File: src/rtl/imagenes_pkg.sv
`default_nettype none
// imagenes_pkg: image identifiers, per-image colour table, write FSM encoding and ROM contents.
// Rev 1.0 -- initial release.
package imagenes_pkg;

  localparam logic [3:0] CALENDARIO = 4'd1;
  localparam logic [3:0] CRONO      = 4'd2;
  localparam logic [3:0] HORA       = 4'd3;
  localparam logic [3:0] AVATAR     = 4'd4;
  localparam logic [3:0] AM         = 4'd5;
  localparam logic [3:0] PM         = 4'd6;

  // Entry 0 is never displayed: image_id 0 always renders as background.
  localparam logic [0:15][11:0] COLOR_IMG = {
    12'h000, 12'hF80, 12'h0FF, 12'hFF0, 12'hF0F, 12'h8CF, 12'hFC8, 12'h0F0,
    12'hF00, 12'h00F, 12'hFFF, 12'h888, 12'h0F8, 12'h80F, 12'hF08, 12'h8F0
  };

  typedef enum logic [1:0] {
    ESPERA    = 2'd0,
    PENDIENTE = 2'd1,
    ESCRIBE   = 2'd2
  } estado_t;

  // Fixed store contents: image 0 all ones, other images an X per row with the id in bits 27:24.
  function automatic logic [31:0] rom_palabra(input logic [8:0] dir);
    logic [31:0] x;
    x = (32'h8000_0000 >> dir[4:0]) | (32'h0000_0001 << dir[4:0]);
    x[27:24] = x[27:24] ^ dir[8:5];
    return (dir[8:5] == 4'd0) ? 32'hFFFF_FFFF : x;
  endfunction

endpackage
`default_nettype wire

File: src/rtl/memoria_imagenes.sv
`default_nettype none
// memoria_imagenes: 512-row bitmap store, synchronous read; writable RAM when
// LECTOR_IMAGENES_ESCRITURA_EN is defined, fixed ROM otherwise. Rev 1.0 -- initial release.
module memoria_imagenes
  import imagenes_pkg::*;
#(
  parameter int ANCHO_PAL = 32
) (
  input  logic                 reloj_i,
  input  logic [8:0]           rd_dir_i,
  output logic [ANCHO_PAL-1:0] rd_dato_o
`ifdef LECTOR_IMAGENES_ESCRITURA_EN
  ,
  input  logic                 we_i,
  input  logic [8:0]           wr_dir_i,
  input  logic [ANCHO_PAL-1:0] wr_dato_i
`endif
);

  logic [ANCHO_PAL-1:0] rd_dato_q;

`ifdef LECTOR_IMAGENES_ESCRITURA_EN
  logic [ANCHO_PAL-1:0] mem_q [512];

  // Read-before-write: a colliding read returns the word held before this edge.
  always_ff @(posedge reloj_i) begin
    if (we_i) mem_q[wr_dir_i] <= wr_dato_i;
    rd_dato_q <= mem_q[rd_dir_i];
  end
`else
  always_ff @(posedge reloj_i) begin
    rd_dato_q <= ANCHO_PAL'(rom_palabra(rd_dir_i));
  end
`endif

  assign rd_dato_o = rd_dato_q;

endmodule
`default_nettype wire

File: src/rtl/lector_imagenes.sv
`default_nettype none
// lector_imagenes: two-stage bitmap-to-RGB444 pixel reader; LECTOR_IMAGENES_ESCRITURA_EN adds
// a blanking-only write port. Rev 1.0 -- initial release.
module lector_imagenes
  import imagenes_pkg::*;
#(
  parameter logic [11:0] COLOR_FONDO = 12'h000,
  parameter int          ANCHO_PAL   = 32
) (
  input  logic        reloj,
  input  logic        resetM,
  input  logic [8:0]  DIR_IM,
  input  logic [4:0]  px_h,
  input  logic        video_on,
  input  logic        wr_req,
  input  logic [8:0]  wr_addr,
  input  logic [31:0] wr_data,
  output logic        wr_ack,
  output logic [11:0] rgb,
  output logic        pix_on
);

  logic [ANCHO_PAL-1:0] rd_dato;
  logic [3:0]           id_q;
  logic [4:0]           px_q;
  logic                 von_q;
  logic [11:0]          rgb_q, rgb_d;
  logic                 pix_on_q, pix_on_d;
  logic [4:0]           col;

`ifdef LECTOR_IMAGENES_ESCRITURA_EN
  estado_t              estado_q;
  logic [8:0]           wdir_q;
  logic [ANCHO_PAL-1:0] wdato_q;
  logic                 wr_ack_q;
  logic                 we;

  // Address and data are latched on entry to ESCRIBE so the driver may update them while pending.
  always_ff @(posedge reloj or negedge resetM) begin
    if (!resetM) begin
      estado_q <= ESPERA;
      wdir_q   <= '0;
      wdato_q  <= '0;
      wr_ack_q <= 1'b0;
    end else begin
      wr_ack_q <= 1'b0;
      case (estado_q)
        ESPERA: begin
          if (wr_req) begin
            if (video_on) begin
              estado_q <= PENDIENTE;
            end else begin
              estado_q <= ESCRIBE;
              wdir_q   <= wr_addr;
              wdato_q  <= wr_data[ANCHO_PAL-1:0];
            end
          end
        end
        PENDIENTE: begin
          if (!video_on) begin
            estado_q <= ESCRIBE;
            wdir_q   <= wr_addr;
            wdato_q  <= wr_data[ANCHO_PAL-1:0];
          end
        end
        ESCRIBE: begin
          estado_q <= ESPERA;
          wr_ack_q <= 1'b1;
        end
        default: estado_q <= ESPERA;
      endcase
    end
  end

  assign we     = (estado_q == ESCRIBE);
  assign wr_ack = wr_ack_q;

  memoria_imagenes #(.ANCHO_PAL(ANCHO_PAL)) u_memoria (
    .reloj_i   (reloj),
    .rd_dir_i  (DIR_IM),
    .rd_dato_o (rd_dato),
    .we_i      (we),
    .wr_dir_i  (wdir_q),
    .wr_dato_i (wdato_q)
  );
`else
  logic unused_escritura;
  assign unused_escritura = ^{wr_req, wr_addr, wr_data};
  assign wr_ack           = 1'b0;

  memoria_imagenes #(.ANCHO_PAL(ANCHO_PAL)) u_memoria (
    .reloj_i   (reloj),
    .rd_dir_i  (DIR_IM),
    .rd_dato_o (rd_dato)
  );
`endif

  // Bit ANCHO_PAL-1 is the leftmost pixel of the tile.
  assign col = 5'(ANCHO_PAL - 1) - px_q;

  always_comb begin
    pix_on_d = von_q && (id_q != 4'd0) && rd_dato[col];
    rgb_d    = pix_on_d ? COLOR_IMG[id_q] : COLOR_FONDO;
  end

  always_ff @(posedge reloj or negedge resetM) begin
    if (!resetM) begin
      id_q     <= '0;
      px_q     <= '0;
      von_q    <= 1'b0;
      rgb_q    <= COLOR_FONDO;
      pix_on_q <= 1'b0;
    end else begin
      id_q     <= DIR_IM[8:5];
      px_q     <= px_h;
      von_q    <= video_on;
      rgb_q    <= rgb_d;
      pix_on_q <= pix_on_d;
    end
  end

  assign rgb    = rgb_q;
  assign pix_on = pix_on_q;

endmodule
`default_nettype wire

File: config.mk
export PLATFORM = sky130hd
export DESIGN_NAME = lector_imagenes
export DESIGN_NICKNAME = d
export VERILOG_FILES = /design/src/rtl/imagenes_pkg.sv /design/src/rtl/memoria_imagenes.sv /design/src/rtl/lector_imagenes.sv
export SDC_FILE = /design/constraint.sdc
export NUM_CORES = 1
export LEC_CHECK = 0
export BUFFER_PORTS_ARGS = -buffer_cell sky130_fd_sc_hd__buf_2
export CAP_MARGIN = 20
export CORE_ASPECT_RATIO = 0.75
export CORE_MARGIN = 3
export CORE_UTILIZATION = 48
export DETAILED_ROUTE_END_ITERATION = 6
export PLACE_DENSITY_LB_ADDON = 0.1
export REMOVE_ABC_BUFFERS = 1
export SETUP_SLACK_MARGIN = 0.05
export SYNTH_ARGS = -nofsm -noshare
export SYNTH_HDL_FRONTEND = slang
export SYNTH_SLANG_ARGS = --single-unit
File: constraint.sdc
create_clock -name reloj -period 2.3 [get_ports reloj]
set_input_delay 0.115 -clock reloj [delete_from_list [all_inputs] [get_ports reloj]]
set_output_delay 0.115 -clock reloj [all_outputs]
set_load 0.03 [all_outputs]
=== Yosys cells after proc, flatten, opt, wreduce, memory -nomap -nowiden ===
Memories as Yosys holds them, arrays and structs flattened.
Index checks and enable logic that the tools add are counted.

* Register bits after elaboration: 55
* Word-level logic and storage cells: 24
* Input bits: 59
* Output and inout port bits: 14
* Memory bits (read-only): 192
* Memories: 1

{| class="wikitable"
|+ Memory list
! memory !! depth !! bits a word !! rd ports !! clocked after memory_dff !! write ports !! line !! source
|-
| (no name shown) || 16 || 12 || 1 || 0 || 0 || lector_imagenes.sv:103 || <nowiki>rgb_d = pix_on_d ? COLOR_IMG[id_q] : COLOR_FONDO;</nowiki>
|}

* $add $sub $neg: 1
* Bitwise operators: 3
* Reduce and logical (&&, ||, !) cells: 4
* Order comparisons: 2
* Muxes and demuxes: 5
* Shift-type cells: 2

{| class="wikitable"
|+ Operator list
! kind !! count
|-
| 12-bit 2-to-1 mux || 3
|-
| 32-bit OR || 1
|-
| 1-bit by 5-bit left shift with 32-bit output (first input constant) || 1
|-
| 32-bit by 5-bit right shift with 32-bit output (first input constant) || 1
|-
| 5-bit by 6-bit < comparator with 1-bit output (second input constant) || 1
|-
| 1-bit binary-select mux with 5-bit select || 1
|-
| 5-bit greater-or-equal comparator (second input constant) || 1
|-
| 4-bit inverter with 5-bit output || 1
|-
| 5-bit subtractor (first input constant) || 1
|-
| 4-bit zero test || 1
|-
| 4-bit nonzero test || 1
|-
| 4-bit XOR || 1
|-
| 1-bit logical AND || 2
|-
| 1-bit 2-to-1 mux || 1
|}

=== Longest topological paths before layout ===
* Word-level depth: 5
* Gate-level depth with buffers: 7
* Depth with buffers taken out: 6

=== Hierarchy ===
From an unflattened synthesis, not the netlist that was laid out.

* Cell total of the unflattened synthesis: 176
* Area, all modules: 1,975.6 µm²

{| class="wikitable"
|+ By module, submodules not included
! module !! instances !! area each (µm²) !! cells each !! sequential area each (µm²)
|-
| lector_imagenes || 1 || 1,111.1 || 97 || 450.4
|-
| memoria_imagenes || 1 || 864.6 || 79 || 400.4
|}

=== Worst setup path before layout ===
No wires, ideal clock.

* Path kind: register to register
* Start point: register px_q[1]
* End point: register rgb_q[10] (netlist: rgb[10])
* Path slack: 514 ps
* Period minus slack after synthesis: 1,786 ps
* Library setup time: 94 ps
* Data required time: 2,206 ps
* Arrival: 1,692 ps
* Cell stages (with the launch flop): 7
* Buffers on the path: 1
* Cell sequence: dfrtp_1 > buf_6 > mux2i_1 > mux4_2 > a221oi_2 > nand4_2 > a221oi_2

* Word-level cells in the longest chain between the ends: 5

{| class="wikitable"
|+ Ends and longest elaborated chain
! what !! line !! source
|-
| start: declaration || lector_imagenes.sv:25 || <nowiki>logic [4:0] px_q;</nowiki>
|-
| start signal: assignment || lector_imagenes.sv:115 || <nowiki>px_q <= px_h;</nowiki>
|-
| 5-bit subtractor || lector_imagenes.sv:99 || <nowiki>assign col = 5'(ANCHO_PAL - 1) - px_q;</nowiki>
|-
| 1-bit binary-select mux with 5-bit select || lector_imagenes.sv:102 || <nowiki>pix_on_d = von_q && (id_q != 4'd0) && rd_dato[col];</nowiki>
|-
| 1-bit 2-to-1 mux (not written as such) || lector_imagenes.sv:102 ||
|-
| 1-bit logical AND || lector_imagenes.sv:102 ||
|-
| 12-bit 2-to-1 mux || lector_imagenes.sv:103 ||
|-
| via rgb_d[10] || lector_imagenes.sv:27 || <nowiki>logic [11:0] rgb_q, rgb_d;</nowiki>
|-
| end signal: assignment || lector_imagenes.sv:117 || <nowiki>rgb_q <= rgb_d;</nowiki>
|-
| end: declaration || lector_imagenes.sv:27 ||
|}

The timed path passes the listed nets, and every way through them passes these cells. The select of a mux whose other input is x is not followed.
A chain may end at the register's enable or synchronous reset.

=== Worst setup path after layout ===
* Start point: register px_q[1]
* End point: register rgb_q[6] (netlist: rgb[6])

The elaborated chain is that of the path after synthesis.

==> summary.md <==
| Metric | Value |
|---|---|
| PortBufs | 29 |
| Num rows | 18 |
| Final Hold Fails | 0 |
| Total gr overflow | 0 |
| Setup_tns | 0 ns |
| Reg power frac | 48.3% |
| Pre-CTS setup slack | 0.219 ns |
| Clock Latency Late Sink | 0.28 ns |
| Antenna violations before repair | 0 |
| Reg clk slew, reported paths | 0.07 ns |
| Die X | 77.5 µm |
| Least-Margin Pin Slew | 0.574 ns |
| Dpl cells | 237 |
| Fin area | 2190 µm² |
| FMAX | 0.477 GHz |
| CP Class | reg -> reg |
| CTS resizes | 0 |
| Inserted Clock Buffers | 5 |
| Internal power | 1.15 mW |
| Syn avg cell area | 10.7 µm² |
| P&R area growth vs syn | 18.9% |
| Met3 wire length | 159 µm |
| Max Used Layer | met4 |
| Vias per Instance | 5.29 |
| Largest net degree at the start of global routing | 19 |
| Total power | 1.52 mW |
| Worst path max stage delay | 0.57 ns |
| Logic pwr share | 14.2% |
| Drt pass-1 iters | 4 |
| Number of max-cap violations | 0 |
| Min Hold Slack | 0.298 ns |
| DRC errors left | 0 |
| CP Cell Sequence | buf_4 > mux2i_1 > mux4_2 > nand3_1 > nand4_2 > a211oi_1 |
| Gp weighted congestion | 0.947 |
| Post-Syn Area | 1840 µm² |
| Final Non-Filler Cells | 256 |
| Req. time, crit path | 2.49 ns |
| Final design utilization | 62.7% |
| Setup crit start kind | register |
| Final period utilization | 91.2% |
| Routed met2 length | 1550 µm |
| ANT nets after route | 0 |
| Root Buffer | clkbuf_8 |
| Worst min path class | in -> async |
| Final setup margin | 0.202 ns |
| Post-synthesis sequential area ratio | 46.2% |
| CTS tree | yes |
| Fraction of layout cells with a size suffix above 1 | 24.3% |
| Total track usage | 17.5% |
| Synth Warn # | 0 |
| Clock power frac | 37.4% |
| Max clock buf depth | 2 |
| DP Area | 1960 µm² |
| Die area | 4620 µm² |
| Fin nets | 271 |
| Cells after Synth | 172 |
| Rel. slew slack | 61.7% |
| H-tree Lvls | 2 |
| DRT met1 WL | 1850 µm |
| Initial Utilization | 52.8% |
| Largest fanout on the critical path | 8 |
| Clk_skew | 0.00351 ns |
| Routed len/inst | 14.0 µm |
| Switching share of power | 24.2% |
| Peak supply drop | 432 µV |
| First-pass GRT wire length | 6030 µm |
| Arrival time at the worst endpoint | 2.29 ns |
| Switching power | 367 µW |
| CP Capture Type | register |
| Cell family with most CP delay | flip-flops |
| Final Setup Violations | 0 |
| I/O pins | 73 |
| DR vias | 1,353 |
| Final slew viol count | 0 |
| Crit-path slowest cell | dfrtp_1 |
| Hpwl dp | 2670 µm |
| Setup Buffers After CTS | 0 |
| Final min period | 2.10 ns |
| Synth cell types | 30 |
| Drt first-iter violations | 96 |
| Leak Pwr | 1.07 nW |
| RSZ-0062 raised after global routing | no |
| Buffers & Inverters on Critical Path | 1 |
| Final Routed Wirelength | 3570 µm |
| # diodes | 0 |
| PwrDens | 693 nW/µm² |
| Synth Register Bits | 38 |
| Die H | 59.6 µm |
| Vias in the first global route | 1,308 |
| Sink Count | 38 |
| Total core area | 3490 µm² |
| Status | completed |
## what timing repair did
item	4_1_cts	5_1_grt
hold endpoints to repair	28	0
hold buffers	11	0
setup endpoints to repair	0	0
## synth_stat cells
master | n | area share [%]
a211oi_1 | 3 | 1.2
a21oi_1 | 5 | 1.4
a221oi_2 | 2 | 1.6
a22oi_1 | 16 | 6.5
a31oi_1 | 1 | 0.34
and2_1 | 1 | 0.34
and3_1 | 2 | 0.68
and3b_1 | 2 | 0.95
buf_1 | 2 | 0.41
buf_4 | 6 | 2.4
buf_6 | 2 | 1.2
clkbuf_1 | 5 | 1.0
conb_1 | 1 | 0.20
dfrtp_1 | 18 | 24
dfxtp_1 | 20 | 22
ha_1 | 7 | 4.8
inv_1 | 8 | 1.6
mux2_2 | 4 | 2.4
mux2i_1 | 13 | 7.1
mux4_2 | 6 | 7.3
nand2_1 | 19 | 3.9
nand3_1 | 1 | 0.27
nand3b_1 | 1 | 0.41
nand4_2 | 1 | 0.68
nor2_1 | 12 | 2.4
nor2b_1 | 3 | 1.0
nor3_1 | 1 | 0.27
nor3b_1 | 3 | 1.2
o21ai_0 | 6 | 1.6
or4_1 | 1 | 0.41
## sequential cells by signal (all words and copies together) (netlist names)
name / flops
u_memoria.rd_dato_o: 20
rgb: 7
px_q: 5
id_q: 4
pix_on: 1
von_q: 1
## metal layers
layer	global-route usage [%]	up-vias
met5	0	-
met4	4.57	0
met3	7.14	2
met2	25.5	35
met1	24.2	641
li1	-	675
## path summary, 6_finish.rpt
kind	startpoint	end	slack (ns)	cells after the start
setup / recovery	px_q[1]	rgb[6]	0.20	6
hold / removal	resetM	px_q[0]	0.30	2
setup reg to reg	px_q[1]	rgb[6]	0.20	6
hold reg to reg	id_q[2]	rgb[5]	0.73	1
max in group asynchronous	resetM	id_q[3]	1.72	2
min in group reloj	DIR_IM[3]	u_memoria.rd_dato_o[22]	0.32	4
## logic make-up after synthesis
kind of cell / share of synthesized area (%)
other cells: 0.204
mux: 16.8
simple gates: 12.6
fa+ha+maj: 4.76
compound gates: 12.7
buf+inv: 6.73
flops: 46.2
## power groups by stage
stage          Clock, mW  Combinational (mW)  Sequential, mW
2_1_floorplan          0               0.103           0.774
3_3_place_gp           0               0.196           0.745
3_5_place_dp           0               0.201           0.747
4_1_cts            0.583               0.216           0.733
5_1_grt            0.619               0.239           0.739
6_report           0.568               0.216           0.733
## final cells by class
type                       count  area (µm²)
tap                           50        62.6
inverter                       8        30.0
clock buffer                   7        86.3
sequential                    38         851
fill                         288        1300
clock inverter                 1        30.0
multi-input combinational    111         867
timing repair buffer          41         263
## placed cells by master (no fill, tap or decap), drive strengths merged, types with 2 or more instances in the layout
master / n
a211oi: 3
a21oi: 5
a221oi: 2
a22oi: 16
and3: 2
and3b: 2
buf: 30
clkbuf: 7
dfrtp: 18
dfxtp: 20
dlygate4sd3: 11
ha: 7
inv: 8
mux2: 4
mux2i: 13
mux4: 6
nand2: 19
nor2: 12
nor2b: 3
nor3b: 3
o21ai: 6
(Power assumes the default switching activity.)
